[src/rtl/orion_merge_arb.sv]
// Feeds two valid/ready sources into the 2-phase A/B inputs of an orion merge, one token in flight.
// Req edge 1 clk after accept, idle SYNC_STAGES+1 clk after the ack edge; both readys low while a token is out.
module orion_merge_arb #(
  parameter int WIDTH       = 1,
  parameter int SYNC_STAGES = 2,
  parameter bit PA_INIT     = 1'b0,
  parameter bit PB_INIT     = 1'b0
) (
  input  logic             clk,
  input  logic             reset_n,
  input  logic             a_valid,
  output logic             a_ready,
  input  logic [WIDTH-1:0] a_data,
  input  logic             b_valid,
  output logic             b_ready,
  input  logic [WIDTH-1:0] b_data,
  output logic             inA_req,
  input  logic             inA_ack,
  output logic [WIDTH-1:0] inA_data,
  output logic             inB_req,
  input  logic             inB_ack,
  output logic [WIDTH-1:0] inB_data,
  output logic             busy,
  output logic             err
);

  typedef enum logic [1:0] {IDLE, ISSUE, WAIT} state_t;
  localparam logic GRANT_A = 1'b0;
  localparam logic GRANT_B = 1'b1;

  state_t                 state, state_nxt;
  logic                   sel, last_grant;
  logic [SYNC_STAGES-1:0] a_sync, b_sync;
  logic                   a_ack_s, b_ack_s;
  logic                   a_ack_chg, b_ack_chg;
  logic                   win_a, win_b;
  logic                   a_ack_ok, b_ack_ok;

  always_ff @(posedge clk or negedge reset_n) begin
    if (!reset_n) begin
      a_sync <= {SYNC_STAGES{PA_INIT}};
      b_sync <= {SYNC_STAGES{PB_INIT}};
    end else begin
      a_sync <= {a_sync[SYNC_STAGES-2:0], inA_ack};
      b_sync <= {b_sync[SYNC_STAGES-2:0], inB_ack};
    end
  end

  assign a_ack_s = a_sync[SYNC_STAGES-1];
  assign b_ack_s = b_sync[SYNC_STAGES-1];
  // Change is seen one stage early so err lands exactly SYNC_STAGES clocks after the ack edge.
  assign a_ack_chg = a_sync[SYNC_STAGES-1] ^ a_sync[SYNC_STAGES-2];
  assign b_ack_chg = b_sync[SYNC_STAGES-1] ^ b_sync[SYNC_STAGES-2];

  assign win_a = a_valid & (~b_valid | (last_grant == GRANT_B));
  assign win_b = b_valid & (~a_valid | (last_grant == GRANT_A));

  assign a_ready = reset_n & (state == IDLE) & win_a;
  assign b_ready = reset_n & (state == IDLE) & win_b;
  assign busy    = (state != IDLE);

  assign a_ack_ok = (state == WAIT) & (sel == GRANT_A);
  assign b_ack_ok = (state == WAIT) & (sel == GRANT_B);

  always_comb begin
    state_nxt = state;
    case (state)
      IDLE:    if (a_ready | b_ready) state_nxt = ISSUE;
      ISSUE:   state_nxt = WAIT;
      WAIT: begin
        if (sel == GRANT_A) begin
          if (a_ack_s == inA_req) state_nxt = IDLE;
        end else begin
          if (b_ack_s == inB_req) state_nxt = IDLE;
        end
      end
      default: state_nxt = IDLE;
    endcase
  end

  always_ff @(posedge clk or negedge reset_n) begin
    if (!reset_n) begin
      state      <= IDLE;
      sel        <= GRANT_B;
      last_grant <= GRANT_B;
      inA_req    <= PA_INIT;
      inB_req    <= PB_INIT;
      inA_data   <= '0;
      inB_data   <= '0;
      err        <= 1'b0;
    end else begin
      state <= state_nxt;
      if (a_ready) begin
        inA_data   <= a_data;
        sel        <= GRANT_A;
        last_grant <= GRANT_A;
      end else if (b_ready) begin
        inB_data   <= b_data;
        sel        <= GRANT_B;
        last_grant <= GRANT_B;
      end
      // Data was registered on accept, so it already had a full clock of setup before this edge.
      if (state == ISSUE) begin
        if (sel == GRANT_A) inA_req <= ~inA_req;
        else                inB_req <= ~inB_req;
      end
      err <= err | (a_ack_chg & ~a_ack_ok) | (b_ack_chg & ~b_ack_ok);
    end
  end

endmodule

[config.mk]
export PLATFORM = sky130hd
export DESIGN_NAME = orion_merge_arb
export DESIGN_NICKNAME = d
export VERILOG_FILES = /design/src/rtl/orion_merge_arb.sv
export SDC_FILE = /design/constraint.sdc
export NUM_CORES = 1
export LEC_CHECK = 0
export ABC_AREA = 1
export BUFFER_PORTS_ARGS = -buffer_cell sky130_fd_sc_hd__buf_2
export CAP_MARGIN = 20
export CORE_MARGIN = 8
export CORE_UTILIZATION = 31
export CTS_CLUSTER_DIAMETER = 100
export CTS_CLUSTER_SIZE = 24
export DETAILED_ROUTE_END_ITERATION = 7
export PLACE_DENSITY = 0.6
export SYNTH_ARGS = -nofsm -noshare
export SYNTH_HDL_FRONTEND = slang
export SYNTH_SLANG_ARGS = --single-unit
[constraint.sdc]
create_clock -name clk -period 1.3 [get_ports clk]
set_input_delay 0.325 -clock clk [delete_from_list [all_inputs] [get_ports clk]]
set_output_delay 0.325 -clock clk [all_outputs]
set_load 0.05 [all_outputs]
==> summary.md <==
| Metric | Value |
|---|---|
| Post-Place Cells | 103 |
| Switching part of the total | 43.4% |
| Period utilization | 120% |
| Worst-skew pair later-pin latency | 0.27 ns |
| Synth Area in Compound Gates | 3.76% |
| Leakage | 0.442 nW |
| Fraction of registers with async set/reset | 100% |
| Worst Clk Skew | 0.00781 ns |
| Antenna violation net count after detailed routing | 0 |
| Area Growth Syn to Fin | 55.5% |
| Violated checks | negative setup slack |
| Area share of the leading cell type in the synthesized netlist | 51.8% |
| Wire length on met2 | 591 µm |
| Number of enable-type register cells in the synthesized netlist | 0 |
| Core ar. | 1670 µm² |
| Placement Cell Area | 711 µm² |
| Warnings, synthesis | 0 |
| Area occupied by multi-input gates | 208 µm² |
| Worst-path fanout max | 3 |
| Result of the run | finished, violations left |
| CP Data Arrival Time | 1.23 ns |
| Synthesized netlist net count | 68 |
| Filler Cells Inserted | 161 |
| Count of final setup violators | 3 |
| Total power per unit cell area | 2250 nW/µm² |
| Count of final hold-check violations | 0 |
| Vias in the first global route | 505 |
| Clock Power Share | 15.6% |
| Wire length of the first global-routing pass | 2160 µm |
| Top-Level Pins | 16 |
| Portion of total power attributed to combinational logic | 53.6% |
| Worst hold-check slack | 0.164 ns |
| Final Cell Area | 827 µm² |
| Power spent charging and discharging nets | 0.807 mW |
| Required @ worst endpoint | 0.98 ns |
| Synth Area per Inst | 8.86 µm² |
| Non-Filler Instances | 110 |
| Proportion of power drawn by flip-flops and latches | 30.8% |
| Clock-pin slew on the worst setup and hold paths | 0.08 ns |
| Worst path setup slack after routing | -0.259 ns |
| Top-count cell post-synth | sky130_fd_sc_hd__nand2_1 |
| Fin crit period | 1.56 ns |
| Portion of the post-synthesis area used by sequential elements | 56.7% |
| Total power after layout | 1.86 mW |
| Max Clock Freq | 642 MHz |
| Fraction of the mapped netlist area in simple logic gates | 27.3% |
| Unique cell type count in the Yosys netlist | 12 |
| Length of the first detailed-routing pass in iterations | 4 |
| Cell-by-cell listing of the critical path | inv_2 -> nand2_2 -> nand2_2 -> nor2_4 -> buf_8 |
| Routed wire length per instance | 10.6 µm |
| Total wire length after detailed routing | 1170 µm |
| Post-Synthesis Cells | 60 |
| Net count of the finished layout | 102 |
| Top cell by count, worst path | sky130_fd_sc_hd__nand2_2 |
| Total global routing track utilization | 8.45% |
| Die area | 3300 µm² |
| Met1 Wirelength | 503 µm |
| Ant. Diodes | 0 |
| Measured slew at the worst slew-check pin | 0.250 ns |
| Internal power of the cells | 1.05 mW |
| Routed wl met3 | 49 µm |
| Clk root buf | sky130_fd_sc_hd__clkbuf_4 |
| MaxCap Viol Count | 0 |
| Cells taking the most area after synthesis | sky130_fd_sc_hd__dfrtp_1 (52%), sky130_fd_sc_hd__nand2_1 (13%), sky130_fd_sc_hd__xor2_1 (6.6%) |
| Peak supply drop | 875 µV |
| Synth Area in Adders | 0% |
| Area of all sequential standard cells | 302 µm² |
| Largest family of logic cells by synthesized area | simple AND/OR/NAND/NOR gates |
| Die span in y | 57.4 µm |
| Slowest cell on the critical path | sky130_fd_sc_hd__dfstp_2 |
| Number of buffers created by CTS | 3 |
| Setup repair after global routing missed its margin | yes |
| Top cells by instance count after synthesis | sky130_fd_sc_hd__nand2_1 (18), sky130_fd_sc_hd__dfrtp_1 (11), sky130_fd_sc_hd__inv_1 (7), sky130_fd_sc_hd__nor2_1 (7), sky130_fd_sc_hd__xor2_1 (4) |
| Post-detailed-route via-to-cell ratio | 4.29 |
| Mapped Area | 532 µm² |
| Category of the worst setup path launch point | register |
| Utilization after layout | 49.5% |
| Critical Setup Path Class | register to output port |
| Buffers added on ports | 15 |
| TritonCTS clock tree | yes |
| Total number of clock tree sinks | 12 |
| Maximum number of pins on one net before global-route repair | 13 |
| Number of vias after detailed routing | 472 |
| Half-perimeter wire length of the detailed placement result | 910 µm |
| Number of antenna violations at the first check in global routing | 0 |
| Critical path capture point type | output port |
| Number of buffers on the longest clock path | 2 |
| Final-report max-slew violation count | 0 |
| Iteration-0 DRC Markers | 5 |
| Launch point of the worst reg-to-reg path | state[1]$_DFFE_PN0P_ |
| Standard-cell row count | 15 |
| RePlAce Congestion | 0.758 |
| Share of layout cells above drive strength 1 | 47.3% |
| Horizontal die dimension | 57.4 µm |
| Ys flop type | sky130_fd_sc_hd__dfrtp_1 |
| Xor/xnor share of the synthesized area | 6.59% |
| Overflow left after global routing | 0 |
| Initial Utilization | 31.8% |
| Largest stage delay, worst path | 0.55 ns |
| Number of synthesized register bits | 12 |
| Number of remaining DRC errors | 0 |
| Share of synthesized area spent on multiplexers | 0% |
| Worst Min Path Start | inA_ack |
| Relative slew margins | 83.4% |
| Library cell occupying the most area in the post-synthesis netlist | sky130_fd_sc_hd__dfrtp_1 |
| Deepest level of the CTS H-tree | 1 |
| Top layer in use | met4 |
| Worst Setup SP | last_grant$_DFFE_PN1P_ |
| Class of the most critical hold timing path | input pin to register |
-- worst max-delay path, delay by kind of cell (launching register included) --
| kind | cells | cell delay, ns |
|---|---|---|
| DFF | 1 | 0.55 |
| buffers and inverters | 2 | 0.19 |
| and+or+nand+nor | 3 | 0.21 |
-- stage by stage --
stage | setup WS [ns] | TNS [ns]
3_5_place_dp | -0.0620 | -0.0620
3_3_place_gp | -0.0503 | -0.0503
6_report | -0.259 | -0.550
5_1_grt | -0.327 | -0.755
4_1_cts | -0.272 | -0.572
2_1_floorplan | -0.0154 | -0.0154
-- cells by family after synthesis --
kind of cell | count (synthesis)
xor gates and xnor gates | 4
AOI/OAI and AO/OA | 4
and+or+nand+nor | 32
buffers and inverters | 8
DFF | 12
-- power by group through the flow --
stage / Clock [mW] / Combinational, mW / Sequential, mW
floorplan: 0 / 0.333 / 0.800
global placement: 0 / 0.833 / 0.572
detailed placement: 0 / 0.845 / 0.578
CTS: 0.306 / 0.943 / 0.568
global route: 0.324 / 1.08 / 0.589
finish: 0.290 / 0.996 / 0.573
-- per-layer routing --
metal | vias up | global-route usage, %
met1 | 214 | 9.33
met5 | - | 0
met4 | 0 | 7.50
li1 | 245 | -
met2 | 11 | 13.2
met3 | 2 | 2.02
-- final cells by class --
type | instances | share of cell area [%]
tap | 17 | 2.57
clock buffer | 4 | 4.39
multi-input combinational | 40 | 25.1
timing repair buffer | 29 | 27.2
sequential | 12 | 36.5
inverter | 8 | 4.24
-- flip-flops by register name, summed over array words and instances, names as in the netlist --
register    count
inA_data        1
last_grant      1
b_sync          2
inB_req         1
inB_data        1
inA_req         1
state           2
a_sync          2
err             1
-- layout by cell type (no fill, tap or decap), drive strengths merged --
master,count
xor2,4
o21ai,3
dfrtp,11
inv,8
nand3,2
buf,26
clkbuf,6
nand2,21
a21oi,1
dfstp,1
nor2,9
dlygate4sd3,1
-- path summary, 6_finish.rpt --
kind                       slack, ns  cells past startpoint                     end
min reg2reg                     0.39                      0     a_sync[1]$_DFF_PN0_
min in group asynchronous       0.54                      3    state[1]$_DFFE_PN0P_
max                            -0.26                      5                 a_ready
max reg2reg                     0.18                      6     inA_req$_DFFE_PN0P_
max in group asynchronous       0.53                      3  last_grant$_DFFE_PN1P_
min                             0.16                      1     a_sync[0]$_DFF_PN0_
-- what timing repair did --
item                                    in CTS  in global routing
endpoints found under the setup margin       3                  6
hold buffers                                 1                  0
buffers inserted                             1                  3
gates resized for setup                     13                  9
endpoints found under the hold margin        4                  0
pin swaps                                    1                  3
Power figures use the tool's default switching activity.
